[src/rtl/cpu_alu_seq.sv]
// Registered ALU with valid/ready handshakes and multi-cycle bit-serial shifts.
// Optional feature: define ALU_SAT_EN to make ADD/SUB saturate instead of wrapping.
module cpu_alu_seq #(
  parameter  int WIDTH   = 4,
  localparam int SHAMT_W = $clog2(WIDTH)
) (
  input  logic             clk,
  input  logic             rst_n,
  input  logic             in_valid,
  output logic             in_ready,
  input  logic [2:0]       op,
  input  logic [WIDTH-1:0] a,
  input  logic [WIDTH-1:0] b,
  output logic             out_valid,
  input  logic             out_ready,
  output logic [WIDTH-1:0] result,
  output logic [3:0]       flags
);

  typedef enum logic [1:0] {IDLE, SHIFT, HOLD} state_t;

  state_t             state_q, state_d;
  logic [WIDTH-1:0]   work_q, work_d;
  logic [SHAMT_W-1:0] cnt_q, cnt_d;
  logic               dir_q, dir_d;      // 1 = shift right
  logic               cout_q, cout_d;    // last bit shifted out so far
  logic [WIDTH-1:0]   result_q, result_d;
  logic [3:0]         flags_q, flags_d;
  logic               out_valid_q, out_valid_d;

  logic [SHAMT_W-1:0] k;
  logic [WIDTH:0]     sum_w, diff_w;
  logic [WIDTH-1:0]   alu_res;
  logic               alu_c, alu_v;
  logic [WIDTH-1:0]   step_val;
  logic               step_out;
  logic               out_free, accept, is_long_shift;

  assign k             = b[SHAMT_W-1:0];
  assign sum_w         = {1'b0, a} + {1'b0, b};
  assign diff_w        = {1'b0, a} - {1'b0, b};
  assign out_free      = !out_valid_q || out_ready;
  assign in_ready      = rst_n && (state_q == IDLE) && out_free;
  assign accept        = in_valid && in_ready;
  assign is_long_shift = (op[2:1] == 2'b11) && (k != '0);

  assign out_valid = out_valid_q;
  assign result    = result_q;
  assign flags     = flags_q;

  function automatic logic [3:0] mk_flags(input logic [WIDTH-1:0] r, input logic c,
                                          input logic v);
    return {(r == '0), r[WIDTH-1], c, v};
  endfunction

  // Single-cycle datapath; shifts reach here only with k==0 (pass-through).
  always_comb begin
    alu_res = '0;
    alu_c   = 1'b0;
    alu_v   = 1'b0;
    case (op)
      3'b000: begin
        alu_c   = sum_w[WIDTH];
        alu_v   = (a[WIDTH-1] == b[WIDTH-1]) && (sum_w[WIDTH-1] != a[WIDTH-1]);
`ifdef ALU_SAT_EN
        alu_res = alu_c ? '1 : sum_w[WIDTH-1:0];
`else
        alu_res = sum_w[WIDTH-1:0];
`endif
      end
      3'b001: alu_res = a | b;
      3'b010: alu_res = a ^ b;
      3'b011: alu_res = ~a;
      3'b100: begin
        alu_c   = diff_w[WIDTH];
        alu_v   = (a[WIDTH-1] != b[WIDTH-1]) && (diff_w[WIDTH-1] != a[WIDTH-1]);
`ifdef ALU_SAT_EN
        alu_res = alu_c ? '0 : diff_w[WIDTH-1:0];
`else
        alu_res = diff_w[WIDTH-1:0];
`endif
      end
      3'b101:  alu_res = a & b;
      default: alu_res = a;
    endcase
  end

  // One bit of shift per cycle, zero fill in both directions.
  always_comb begin
    if (dir_q) begin
      step_val = {1'b0, work_q[WIDTH-1:1]};
      step_out = work_q[0];
    end else begin
      step_val = {work_q[WIDTH-2:0], 1'b0};
      step_out = work_q[WIDTH-1];
    end
  end

  always_comb begin
    state_d     = state_q;
    work_d      = work_q;
    cnt_d       = cnt_q;
    dir_d       = dir_q;
    cout_d      = cout_q;
    result_d    = result_q;
    flags_d     = flags_q;
    out_valid_d = out_valid_q;

    if (out_valid_q && out_ready) out_valid_d = 1'b0;

    case (state_q)
      IDLE: begin
        if (accept) begin
          if (is_long_shift) begin
            work_d  = a;
            cnt_d   = k;
            dir_d   = op[0];
            cout_d  = 1'b0;
            state_d = SHIFT;
          end else begin
            result_d    = alu_res;
            flags_d     = mk_flags(alu_res, alu_c, alu_v);
            out_valid_d = 1'b1;
          end
        end
      end
      SHIFT: begin
        work_d = step_val;
        cout_d = step_out;
        cnt_d  = cnt_q - SHAMT_W'(1);
        if (cnt_q == SHAMT_W'(1)) begin
          if (out_free) begin
            result_d    = step_val;
            flags_d     = mk_flags(step_val, step_out, 1'b0);
            out_valid_d = 1'b1;
            state_d     = IDLE;
          end else begin
            state_d = HOLD;
          end
        end
      end
      HOLD: begin
        if (out_free) begin
          result_d    = work_q;
          flags_d     = mk_flags(work_q, cout_q, 1'b0);
          out_valid_d = 1'b1;
          state_d     = IDLE;
        end
      end
      default: state_d = IDLE;
    endcase
  end

  always_ff @(posedge clk or negedge rst_n) begin
    if (!rst_n) begin
      state_q     <= IDLE;
      work_q      <= '0;
      cnt_q       <= '0;
      dir_q       <= 1'b0;
      cout_q      <= 1'b0;
      result_q    <= '0;
      flags_q     <= '0;
      out_valid_q <= 1'b0;
    end else begin
      state_q     <= state_d;
      work_q      <= work_d;
      cnt_q       <= cnt_d;
      dir_q       <= dir_d;
      cout_q      <= cout_d;
      result_q    <= result_d;
      flags_q     <= flags_d;
      out_valid_q <= out_valid_d;
    end
  end

endmodule
[config.mk]
export PLATFORM = sky130hd
export DESIGN_NAME = cpu_alu_seq
export DESIGN_NICKNAME = d
export VERILOG_FILES = /design/src/rtl/cpu_alu_seq.sv
export SDC_FILE = /design/constraint.sdc
export NUM_CORES = 1
export LEC_CHECK = 0
export CORE_MARGIN = 4
export CORE_UTILIZATION = 36
export CTS_CLUSTER_SIZE = 30
export DETAILED_ROUTE_END_ITERATION = 16
export SKIP_CTS_REPAIR_TIMING = 1
export SYNTH_ARGS = -nofsm -noshare
export SYNTH_HDL_FRONTEND = slang
export SYNTH_SLANG_ARGS = --single-unit
[constraint.sdc]
create_clock -name clk -period 2.42 [get_ports clk]
set_clock_uncertainty 0.1 [all_clocks]
set_input_delay 0.363 -clock clk [delete_from_list [all_inputs] [get_ports clk]]
set_output_delay 0.363 -clock clk [all_outputs]
set_load 0.01 [all_outputs]
======== Word-level counts from Yosys, hierarchy flattened ========
Cells that the tools add are included.
storage, ports and cells
  register bits ........................... 19
  output and inout bits ................... 10
  word-level logic and storage cells ...... 93
  input bits .............................. 15
cells by class
  equal/unequal tests ..................... 19
  bitwise logic cells ..................... 4
  reduce and logical (&&, ||, !) cells .... 21
  add/subtract/negate cells ............... 3
  multiplexer cells ....................... 38
operator list
  operator                                                               count
  4-bit 2-to-1 mux                                                       13
  4-bit one-hot mux with 3 select lines                                  2
  4-bit one-hot mux with 6 select lines                                  1
  2-bit 2-to-1 mux                                                       7
  4-bit zero test                                                        3
  2-bit inequality test, second input constant                           6
  1-bit 2-to-1 mux                                                       8
  4-bit one-hot mux with 2 select lines                                  1
  1-bit logical AND                                                      7
  3-bit by 2-bit equality test with 1-bit output, second input constant  2
  3-bit equality test, second input constant                             2
  1-bit one-hot mux with 2 select lines                                  3
  2-bit one-hot mux with 3 select lines                                  1
  3-bit AND reduction                                                    2
  6-bit AND reduction                                                    1
  4-bit by 4-bit adder with 5-bit output                                 1
  4-bit by 4-bit subtractor with 5-bit output                            1
  4-bit AND                                                              1
  2-bit by 1-bit equality test with 1-bit output, second input constant  2
  2-bit equality test, second input constant                             2
  4-bit inverter                                                         1
  4-bit bitwise OR                                                       1
  2-bit one-hot mux with 2 select lines                                  1
  4-bit AND reduction                                                    1
  other kinds (12)                                                       15

======== Logic depth before layout (Yosys ltp) ========
Gate-level depths: netlist of run 1.
  depth in word-level cells ............... 7
  gate-level depth with buffers ........... 9
  gate-level depth less buffers ........... 9

======== Least setup slack after synthesis of run 1 ========
OpenSTA, ideal clock, no wires.
  path type ............................... input to register
  start ................................... in a[0]
  end ..................................... reg flags_q[3] (netlist: flags[3])
  data required time ...................... 2.194 ns
  library setup time ...................... 0.126 ns
  stages on the path ...................... 9
  arrival ................................. 1.925 ns
  path slack .............................. 0.269 ns
  path through ............................ inv_1 ha_1 inv_1 fa_1 nand2_1 a31oi_1 o311a_1 and4b_1 a221o_1
on the way
  cells in the longest elaborated chain, start to end .. 6
  elaborated cells on any way between the ends .. 11
  those cells by class .................... 2 x add/sub; 4 x mux; 4 x bitwise; 1 x reduce/logical
ends and longest elaborated chain
  item                                                                 RTL line  RTL
  start: declaration                                                   12        input logic [WIDTH-1:0] a,
  4-bit by 4-bit subtractor with 5-bit output (tied with other cells)  41        assign diff_w = {1'b0, a} - {1'b0, b};
  4-bit one-hot mux with 6 select lines *                              61        case (op)
  4-bit zero test *                                                    53        return {(r == '0), r[WIDTH-1], c, v};
  4-bit 2-to-1 mux *                                                   114       if (is_long_shift) begin
  4-bit 2-to-1 mux *                                                   113       if (accept) begin
  4-bit one-hot mux with 3 select lines *                              111       case (state_q)
  end signal: assignment                                               171       flags_q <= flags_d;
  end: declaration                                                     28        logic [3:0] flags_q, flags_d;
Every way passes the cells marked *; elsewhere a longest branch is shown, timed or not. The select of a mux whose other input is x is not followed.
A chain may end at the register's enable or synchronous reset.

======== Worst setup path after layout of run 1 ========
  start ................................... in b[0]
  end ..................................... reg flags_q[3] (netlist: flags[3])
on the way
  cells in the longest elaborated chain, start to end .. 6
  elaborated cells on any way between the ends .. 14
  those cells by class .................... 2 x add/sub; 1 x eq/ne; 4 x mux; 3 x bitwise; 4 x reduce/logical
ends and longest elaborated chain
  item                                                                 RTL line  RTL
  start: declaration                                                   13        input logic [WIDTH-1:0] b,
  4-bit by 4-bit subtractor with 5-bit output (tied with other cells)  41
  4-bit one-hot mux with 6 select lines                                61
  4-bit zero test                                                      53
  4-bit 2-to-1 mux                                                     114
  4-bit 2-to-1 mux                                                     113
  4-bit one-hot mux with 3 select lines                                111
Parallel ways exist; a longest one is shown, timed or not. The select of a mux whose other input is x is not followed.

==> results by group, run 1 <==
Run status
  • Status: completed

Critical path
  • Startpoint types: primary input
  • Critical path class: primary input to register
  • R2r setup slk: 360 ps
  • CP arrival: approximately 2500 ps
  • Critical Path RT: ~2500 ps
  • Crit-path max FO: 3
  • CP endpoint kind: register

Global route
  • Initial antenna violation count: 0
  • Vias in the first global route: roughly 1.6k
  • Total gr overflow: 0
  • Largest net degree at the start of global routing: 26
  • Global-route wire length before repair: 7720 um
  • Gr usage total: 0.156

Power
  • Pwr Total: ~1.8 mW
  • Combinational Power Share: 0.562
  • LEAKAGE: between 1 and 1.5 nW
  • Peak supply drop: approximately 0.34 mV
  • Sequential share of power: 0.300
  • Power per cell area: 765 nW/um^2
  • Internal Pwr Total: ~1.1 mW
  • Switching power total: approximately 0.71 mW
  • Sw frac: 0.389
  • Clock share of power: 0.137

Clock tree
  • Worst-skew pair later-pin latency: 260 ps
  • Htree depth: 1
  • CTS tree: done
  • Clock slew at reported path FFs: 70 ps
  • Root buffer cell: clkbuf_8
  • Clock buffer depth: 2
  • CTS sink cnt: 18
  • CTS buffer count: 3

Yosys
  • Ys async rst share: 1.00
  • Yosys cell types: 66
  • Ys flop type: dfrtp_1
  • Post-Syn Nets: approximately 240
  • Syn. warnings: 0
  • Synth Instances: just over 200
  • Number of synthesized flops with an enable pin: 0
  • Synth Area per Inst: 8.76 um^2
  • Register bit total from synthesis: 18
  • Mapped Area: ~1800 um^2
  • Register area share after synthesis: 0.253

Cells and area
  • Ant. Diodes: 0
  • Most common cell after layout, fill and taps aside: buf_4
  • Final Net Count: just under 300
  • Most frequent cells in the layout: 34 x buf_4, 26 x nand2_1, 22 x clkdlybuf4s50_1
  • Layout cells sized above 1: 0.254
  • FILL cells: ~480
  • Register Area: around 450 um^2
  • Multi-input combinational cell area: ~1200 um^2
  • Non-filler cells in the finished layout: ~320
  • Area Growth Syn to Fin: 34.1%

Place
  • RePlAce Congestion: ~0.82
  • PortBufs: 24
  • # placed instances: 319
  • Hpwl dp: between 3000 and 4000 um

Route
  • DRC errors left: 0
  • Avg WL per Cell: roughly 14 um
  • First-pass DRT Iterations: 4
  • Starting DRC count in detailed routing: just under 80
  • Via density: roughly 5.1
  • Total number of vias: 1636
  • Post-DRT Antenna Nets: 0
  • Total Routed Length: between 4000 and 5000 um

STA
  • Minimum clock period: around 2400 ps
  • Endpoints failing setup: 0
  • RSZ-0062 raised after global routing: yes
  • Slew at the pin closest to its max-slew limit: ~470 ps
  • Slew headroom: 0.689
  • Fin. max-slew vios: 0
  • Setup TNS: 0 ps
  • Maximum clock frequency: 413 MHz
  • Final period util: 1.00
  • Final hold violations: 0

Floorplanning
  • Core area: between 4000 and 5000 um^2
  • Die Width: about 78 um
  • Io pins: 25
  • Row count: 25
  • Die height: around 78 um
  • Initial Utilization: 0.374
  • Die area: about 6000 um^2

Flow run
  • Max-Cap Viols: 0

Worst hold path
  • Worst min path class: register to register
==> cells in the mapped netlist (all sizes together) (2+ instances only) <==
cell / n / area, um^2
a31oi: 5 / 31.3
buf: 9 / 66.3
mux2: 5 / 60.1
nor2b: 4 / 25.0
or2: 2 / 12.5
and3: 2 / 12.5
nand2b: 5 / 31.3
mux2i: 4 / 40.0
a21boi: 2 / 15.0
a31o: 2 / 17.5
fa: 2 / 40.0
o22ai: 2 / 12.5
o21bai: 2 / 15.0
a21oi: 9 / 45.0
nor3: 3 / 15.0
o21ai: 13 / 80.1
nand2: 26 / 97.6
inv: 18 / 67.6
a21o: 3 / 22.5
xnor2: 2 / 17.5
nor2: 9 / 33.8
o211ai: 4 / 35.0
a221o: 2 / 20.0
ha: 17 / 213
dfrtp: 18 / 450
o21a: 2 / 22.5
a211oi: 4 / 35.0
==> metrics by stage <==
| stage | area, um^2 | utilization | hold WS, ps | setup WS, ps |
|---|---|---|---|---|
| after global routing | 2380 | 0.501 | 401 | -94.2 |
| after global placement | 2310 | 0.485 | 359 | -285 |
| after CTS | 2360 | 0.497 | 387 | -85.5 |
| after floorplan | 1780 | - | -32.6 | 269 |
| final | 2380 | 0.501 | 379 | 0.857 |
| after detailed placement | 2310 | 0.485 | 370 | -352 |
==> critical path, cell delays in order <==
cell             delay, ps
clkdlybuf4s50_1        510
ha_2                   200
inv_1                   50
fa_2                   360
nand2_1                 80
a31oi_2                 80
o311a_1                310
and4b_1                200
a221o_1                300
==> state kept, by name, indices dropped and copies added, names as in the netlist <==
name and cells:
state_q 2, flags 4, result 3, dir_q 1, cnt_q 2, work_q 4, cout_q 1, out_valid 1
==> area by class of cell <==
cell class | instances | area share
well taps | 67 | 0.0352
inverters | 18 | 0.0283
flip-flops and latches | 18 | 0.189
clock buffers | 4 | 0.0231
repair buffers | 59 | 0.218
multi-input cells | 157 | 0.506
==> cell families (layout without fill, tap and decap cells) <==
family,Yosys count,after routing,synth area share
AO/OA/AOI/OAI,66,66,0.286
XOR/XNOR,2,2,0.00985
adder cells (fa/ha/maj),19,19,0.142
buffers and inverters,28,81,0.0774
flip-flops,18,18,0.253
multiplexers,9,9,0.0563
AND/OR/NAND/NOR,61,61,0.175
==> path summary, 6_finish.rpt <==
path,start,end,cells past startpoint
max in group asynchronous,rst_n,cnt_q[1],2
worst max register to register,state_q[1],result[0],7
worst min-delay path,result[1],result[1],2
worst max-delay path,b[0],flags[3],9
min in group asynchronous,rst_n,state_q[1],2
worst min register to register,result[1],result[1],2
==> metal layers <==
layer  wire (um)  vias to the layer above  GRT usage
li1            -                      837          -
met1        2110                      765      0.209
met2        2060                       27      0.254
met3         145                        7     0.0367
met4          51                        0     0.0402
met5           0                        -          0
==> power groups by stage <==
stage | Clock, mW | Sequential [mW] | Combinational [mW]
detailed placement | 0 | 0.553 | 1.03
CTS | 0.260 | 0.548 | 1.03
floorplan | 0 | 0.543 | 0.631
global placement | 0 | 0.548 | 1.02
global route | 0.271 | 0.572 | 1.14
finish | 0.251 | 0.548 | 1.03
(Power assumes the default switching activity.)
==> run 2, diff against run 1 <==
- CORE_MARGIN: 4 -> unset
==> run 2 against run 1 <==
Effect of this change: final area grew 0.31%; non-clock buffer count increased by 4; combinational power barely moved; worst setup slack better by 130 ps; clock power decreased by 18%; global-route usage is 3.1 points higher; count of clock-buffer cells in the layout fell by 1.
==> results by group, run 2 (synthesis results as in run 1) <==
Run status
  • Status: completed (unchanged)

Clock tree
  • Htree depth: 1 (unchanged)
  • Clock slew at reported path FFs: 60 ps (was 70 ps)
  • CTS buffer count: 3 (unchanged)
  • Clock buffer depth: 2 (unchanged)
  • Root buffer cell: clkbuf_8 (unchanged)
  • CTS sink cnt: 18 (unchanged)
  • CTS tree: done (unchanged)
  • Worst-skew pair later-pin latency: 260 ps (about the same)

Power
  • LEAKAGE: 1.12 nW (was 1.10 nW)
  • Power per cell area: 755 nW/um^2 (was 765 nW/um^2)
  • Peak supply drop: 0.332 mV (was 0.337 mV)

Floorplanning
  • Die height: 72.3 um (was 78.3 um)
  • Row count: 25 (unchanged)
  • Die Width: 72.3 um (was 78.3 um)
  • Initial Utilization: 0.376 (was 0.374)
  • Io pins: 25 (unchanged)
  • Die area: 5220 um^2 (was 6130 um^2)
  • Core area: 4720 um^2 (was 4750 um^2)

Critical path
  • Worst path cell trace: clkdlybuf4s50_1 -> inv_1 -> ha_1 -> inv_1 -> a31oi_1 -> o311a_1 -> and4b_1 -> a221o_1 (was clkdlybuf4s50_1 -> ha_2 -> inv_1 -> fa_2 -> nand2_1 -> a31oi_2 -> o311a_1 -> and4b_1 -> a221o_1)
  • Worst stage delay on the critical path: 470 ps (was 510 ps)
  • Critical path class: primary input to register (unchanged)
  • Worst Path Buf+Inv: 3 (was 2)
  • R2r endpoint: flags[0] (was result[0])
  • Worst setup path endpoint: flags[3] (unchanged)
  • CP arrival: 2320 ps (was 2460 ps)
  • Critical R2R Launch: state_q[1] (unchanged)
  • R2r setup slk: 310 ps (was 360 ps)
  • Worst reg2reg path depth: 7 (unchanged)
  • Startpoint types: primary input (unchanged)
  • Critical Path Slowest Stage Cell: clkdlybuf4s50_1 (unchanged)
  • Critical Path RT: 2460 ps (was 2470 ps)
  • Crit. Startpoint: a[2] (was b[0])
  • CP dominant cell by count: inv_1
  • Crit-path max FO: 6 (was 3)
  • Worst path depth: 8 (was 9)
  • CP endpoint kind: register (unchanged)
  • Crit path max-delay family: compound AO/OA/AOI/OAI gates (unchanged)

Place
  • RePlAce Congestion: 0.904 (was 0.822)
  • Hpwl dp: 3670 um (was 3530 um)
  • Placed cell areas: 2330 um^2 (was 2310 um^2)
  • PortBufs: 24 (unchanged)

STA
  • Minimum clock period: 2280 ps (was 2420 ps)
  • Final hold violations: 0 (unchanged)
  • RSZ-0062 raised after global routing: no (was yes)
  • Maximum clock frequency: 438 MHz (was 413 MHz)
  • Final period util: 0.944 (was 1.00)
  • Slew at the pin closest to its max-slew limit: 456 ps (was 466 ps)
  • Endpoints failing setup: 0 (unchanged)
  • Slew headroom: 0.696 (was 0.689)
  • Fin. max-slew vios: 0 (unchanged)

Route
  • Post-DRT Antenna Nets: 0 (unchanged)
  • Via density: 5.10 (was 5.07)
  • First-pass DRT Iterations: 4 (unchanged)
  • Total Routed Length: 4510 um (was 4370 um)
  • Total number of vias: 1662 (was 1636)
  • Starting DRC count in detailed routing: 62 (was 78)
  • Avg WL per Cell: 13.8 um (was 13.5 um)
  • DRC errors left: 0 (unchanged)

Global route
  • Gr usage total: 0.187 (was 0.156)
  • Initial antenna violation count: 0 (unchanged)
  • Global-route wire length before repair: 7670 um (was 7720 um)
  • Largest net degree at the start of global routing: 14 (was 26)
  • Vias in the first global route: 1664 (was 1598)
  • Total gr overflow: 0 (unchanged)

Cells and area
  • Post-Route Utilization: 0.506 (was 0.501)
  • Layout cells sized above 1: 0.247 (was 0.254)
  • Most frequent cells in the layout: 38 x buf_4, 26 x nand2_1, 21 x clkdlybuf4s50_1 (was 34 x buf_4, 26 x nand2_1, 22 x clkdlybuf4s50_1)
  • Ant. Diodes: 0 (unchanged)
  • Most common cell after layout, fill and taps aside: buf_4 (unchanged)
  • Design area: 2390 um^2 (was 2380 um^2)
  • Area Growth Syn to Fin: 34.5% (was 34.1%)
  • Final Net Count: 295 (was 291)

Worst hold path
  • Worst min path class: register to register (unchanged)

Flow run
  • Max-Cap Viols: 0 (unchanged)
-- run 2: metal layers --
| metal | vias up | routed length, um | global-route usage |
|---|---|---|---|
| li1 | 847 | - | - |
| met1 | 778 | 2160 | 0.252 |
| met2 | 30 | 2170 | 0.319 |
| met3 | 7 | 119 | 0.0264 |
| met4 | 0 | 59 | 0.0414 |
| met5 | - | 0 | 0 |
-- run 2: worst min-delay path by stage --
| stage | start | end | slack (ps) | cells after the start |
|---|---|---|---|---|
| floorplan | rst_n | cnt_q[0] | -30 | 0 |
| global placement | cnt_q[1] | cnt_q[1] | 360 | 2 |
| detailed placement | flags[0] | flags[0] | 360 | 2 |
| CTS | result[0] | result[0] | 380 | 1 |
| global route | flags[0] | flags[0] | 400 | 2 |
| finish | result[1] | result[1] | 370 | 2 |
-- run 2: cell type report --
type                       instances  area (um^2)
clock buffer                       3         41.3
fill                             462         2330
inverter                          18         67.6
multi-input combinational        157         1190
sequential                        18          450
tap                               67         83.8
timing repair buffer              63          553
-- run 2: through the flow --
| stage | setup WS (ps) | setup TNS (ps) | cells | hold WS (ps) | total power [mW] |
|---|---|---|---|---|---|
| final | 135 | 0 | 326 | 374 | 1.80 |
| after global routing | 8.03 | 0 | 326 | 398 | 1.96 |
| after CTS | -39.8 | -39.8 | 325 | 381 | 1.82 |
| after detailed placement | -304 | -1120 | 322 | 360 | 1.60 |
| after global placement | -279 | -1020 | 322 | 363 | 1.58 |
| after floorplan | 269 | 0 | 203 | -32.6 | 1.17 |
-- run 2: worst reg2reg max path: stages, from the launching register on --
cell	delay (ps)
dfrtp_1	370
inv_1	80
ha_1	190
inv_1	190
o21ai_1	140
a221o_1	460
buf_4	180
o41ai_2	300
-- run 2: power breakdown --
part | internal, mW | switching (mW) | total (mW) | leakage (nW)
logic | 0.550 | 0.501 | 1.05 | 0.873
clock network | 0.111 | 0.0956 | 0.206 | 0.0216
registers | 0.432 | 0.115 | 0.547 | 0.228
==> run 3, diff against run 2 <==
- CELL_PAD_IN_SITES_DETAIL_PLACEMENT: unset -> 2
- CELL_PAD_IN_SITES_GLOBAL_PLACEMENT: unset -> 2
- CORE_MARGIN: unset -> 5
- CORE_UTILIZATION: 36 -> 33
- PLACE_DENSITY_LB_ADDON: unset -> 0.1
==> run 3 against run 2 <==
Effect of this change: final area rose by 2.3%; total power increased by 11%; worst hold slack gained 15 ps; sequential cell count unchanged; die area up 33%; via count rose by 4.6%; non-clock buffer count shrank 2; register-to-register slack worse by 110 ps; first-iteration DRC count decreased by 3.2%; utilization shrank 3.4 points; routed wire length rose by 44%; count of clock-buffer cells in the layout up 1; critical endpoint unchanged; largest cell class unchanged.
==> results by group, run 3 (synthesis results as in run 1) <==
Run status
  • Status: completed (unchanged)

Cells and area
  • Final Net Count: 293 (was 295)
  • Post-Route Utilization: 0.473 (was 0.506)
  • Design area: 2440 um^2 (was 2390 um^2)
  • Register Area: 450 um^2 (unchanged)
  • Ant. Diodes: 0 (unchanged)
  • Most frequent cells in the layout: 35 x buf_4, 26 x nand2_1, 20 x clkdlybuf4s50_1 (was 38 x buf_4, 26 x nand2_1, 21 x clkdlybuf4s50_1)
  • Multi-input combinational cell area: 1230 um^2 (was 1190 um^2)
  • FILL cells: 559 (was 462)
  • Layout cells sized above 1: 0.275 (was 0.247)
  • Most common cell after layout, fill and taps aside: buf_4 (unchanged)
  • Area Growth Syn to Fin: 37.5% (was 34.5%)

Floorplanning
  • Die Width: 83.4 um (was 72.3 um)
  • Die area: 6960 um^2 (was 5220 um^2)
  • Initial Utilization: 0.344 (was 0.376)
  • Io pins: 25 (unchanged)
  • Core area: 5170 um^2 (was 4720 um^2)
  • Row count: 26 (was 25)
  • Die height: 83.4 um (was 72.3 um)

STA
  • Final hold violations: 0 (unchanged)
  • Maximum clock frequency: 435 MHz (was 438 MHz)
  • Endpoints failing setup: 0 (unchanged)
  • Final period util: 0.949 (was 0.944)
  • Setup TNS: 0 ps (unchanged)
  • RSZ-0062 raised after global routing: no (unchanged)
  • Minimum clock period: 2300 ps (was 2280 ps)
  • Worst hold slack: 389 ps (was 374 ps)
  • Slew headroom: 0.743 (was 0.696)
  • Fin. max-slew vios: 0 (unchanged)
  • Slew at the pin closest to its max-slew limit: 382 ps (was 456 ps)

Place
  • Hpwl dp: 5280 um (was 3670 um)
  • RePlAce Congestion: 0.825 (was 0.904)
  • Placed cell areas: 2340 um^2 (was 2330 um^2)
  • PortBufs: 24 (unchanged)

Route
  • Via density: 5.30 (was 5.10)
  • Starting DRC count in detailed routing: 60 (was 62)
  • Post-DRT Antenna Nets: 0 (unchanged)
  • Total Routed Length: 6480 um (was 4510 um)
  • Avg WL per Cell: 19.8 um (was 13.8 um)
  • DRC errors left: 0 (unchanged)
  • First-pass DRT Iterations: 4 (unchanged)
  • Total number of vias: 1739 (was 1662)

Global route
  • Gr usage total: 0.194 (was 0.187)
  • Total gr overflow: 0 (unchanged)
  • Largest net degree at the start of global routing: 27 (was 14)
  • Initial antenna violation count: 0 (unchanged)
  • Vias in the first global route: 1974 (was 1664)
  • Global-route wire length before repair: 10800 um (was 7670 um)

Critical path
  • Crit-path max FO: 5 (was 6)
  • CP endpoint kind: register (unchanged)
  • Startpoint types: primary input (unchanged)
  • CP arrival: 2350 ps (was 2320 ps)
  • Critical Path RT: 2470 ps (was 2460 ps)
  • Critical path class: primary input to register (unchanged)

Power
  • Peak supply drop: 0.369 mV (was 0.332 mV)
  • Power per cell area: 819 nW/um^2 (was 755 nW/um^2)
  • LEAKAGE: 1.13 nW (was 1.12 nW)

Clock tree
  • Htree depth: 1 (unchanged)
  • Worst-skew pair later-pin latency: 260 ps (about the same)
  • CTS tree: done (unchanged)
  • CTS sink cnt: 18 (unchanged)
  • CTS buffer count: 3 (unchanged)
  • Clock buffer depth: 2 (unchanged)
  • Clock slew at reported path FFs: 80 ps (was 60 ps)
  • Root buffer cell: clkbuf_8 (unchanged)

Worst hold path
  • Worst min path class: register to register (unchanged)

Flow run
  • Max-Cap Viols: 0 (unchanged)
-- run 3: cell count changes in the layout (fill, tap and decap cells not counted), moves of 2 or more --
cell	before	now
ha_1	16	14
inv_2	1	3
buf_4	38	35
inv_1	17	15
-- run 3: power breakdown --
part / switching, mW / leakage (nW) / total, mW / internal [mW]
registers: 0.141 / 0.228 / 0.572 / 0.431
logic: 0.593 / 0.877 / 1.17 / 0.577
clock network: 0.117 / 0.0288 / 0.262 / 0.145
-- run 3: layer usage --
metal,part of all wire,track usage,wire [um],vias up
li1,-,-,-,841
met1,0.44,0.238,2860,869
met2,0.53,0.360,3450,27
met3,0.024,0.0317,156,2
met4,0.0020,0.0253,13,0
met5,0,0,0,-
-- run 3: path summary, 6_finish.rpt --
path                             from   endpoint  slack [ps]  depth (start not counted)
setup / recovery                 b[2]   flags[3]         120                          8
hold / removal               cnt_q[1]   cnt_q[1]         390                          2
setup reg to reg           state_q[1]   flags[2]         200                          7
hold reg to reg              cnt_q[1]   cnt_q[1]         390                          2
max in group asynchronous       rst_n   flags[1]        1610                          2
min in group asynchronous       rst_n  work_q[0]         440                          2
-- run 3: metrics by stage --
| stage | instances | power (mW) | setup slack (ps) |
|---|---|---|---|
| after global placement | 324 | 1.61 | -311 |
| after floorplan | 203 | 1.17 | 269 |
| after CTS | 328 | 1.99 | -143 |
| after global routing | 328 | 2.15 | 34.0 |
| after detailed placement | 324 | 1.71 | -394 |
| final | 328 | 2.00 | 122 |
-- run 3: area by class of cell --
type,count,area share
inverter,18,0.0276
clock buffer,4,0.0225
tap,70,0.0358
timing repair buffer,61,0.226
sequential,18,0.184
multi-input combinational,157,0.504
-- run 3: worst max-delay path, cell delays in order --
cell and delay [ps]:
clkdlybuf4s50_1 490, inv_1 90, ha_4 310, a31o_2 170, a31oi_2 40, o311a_1 380, and4b_1 200, a221o_1 310
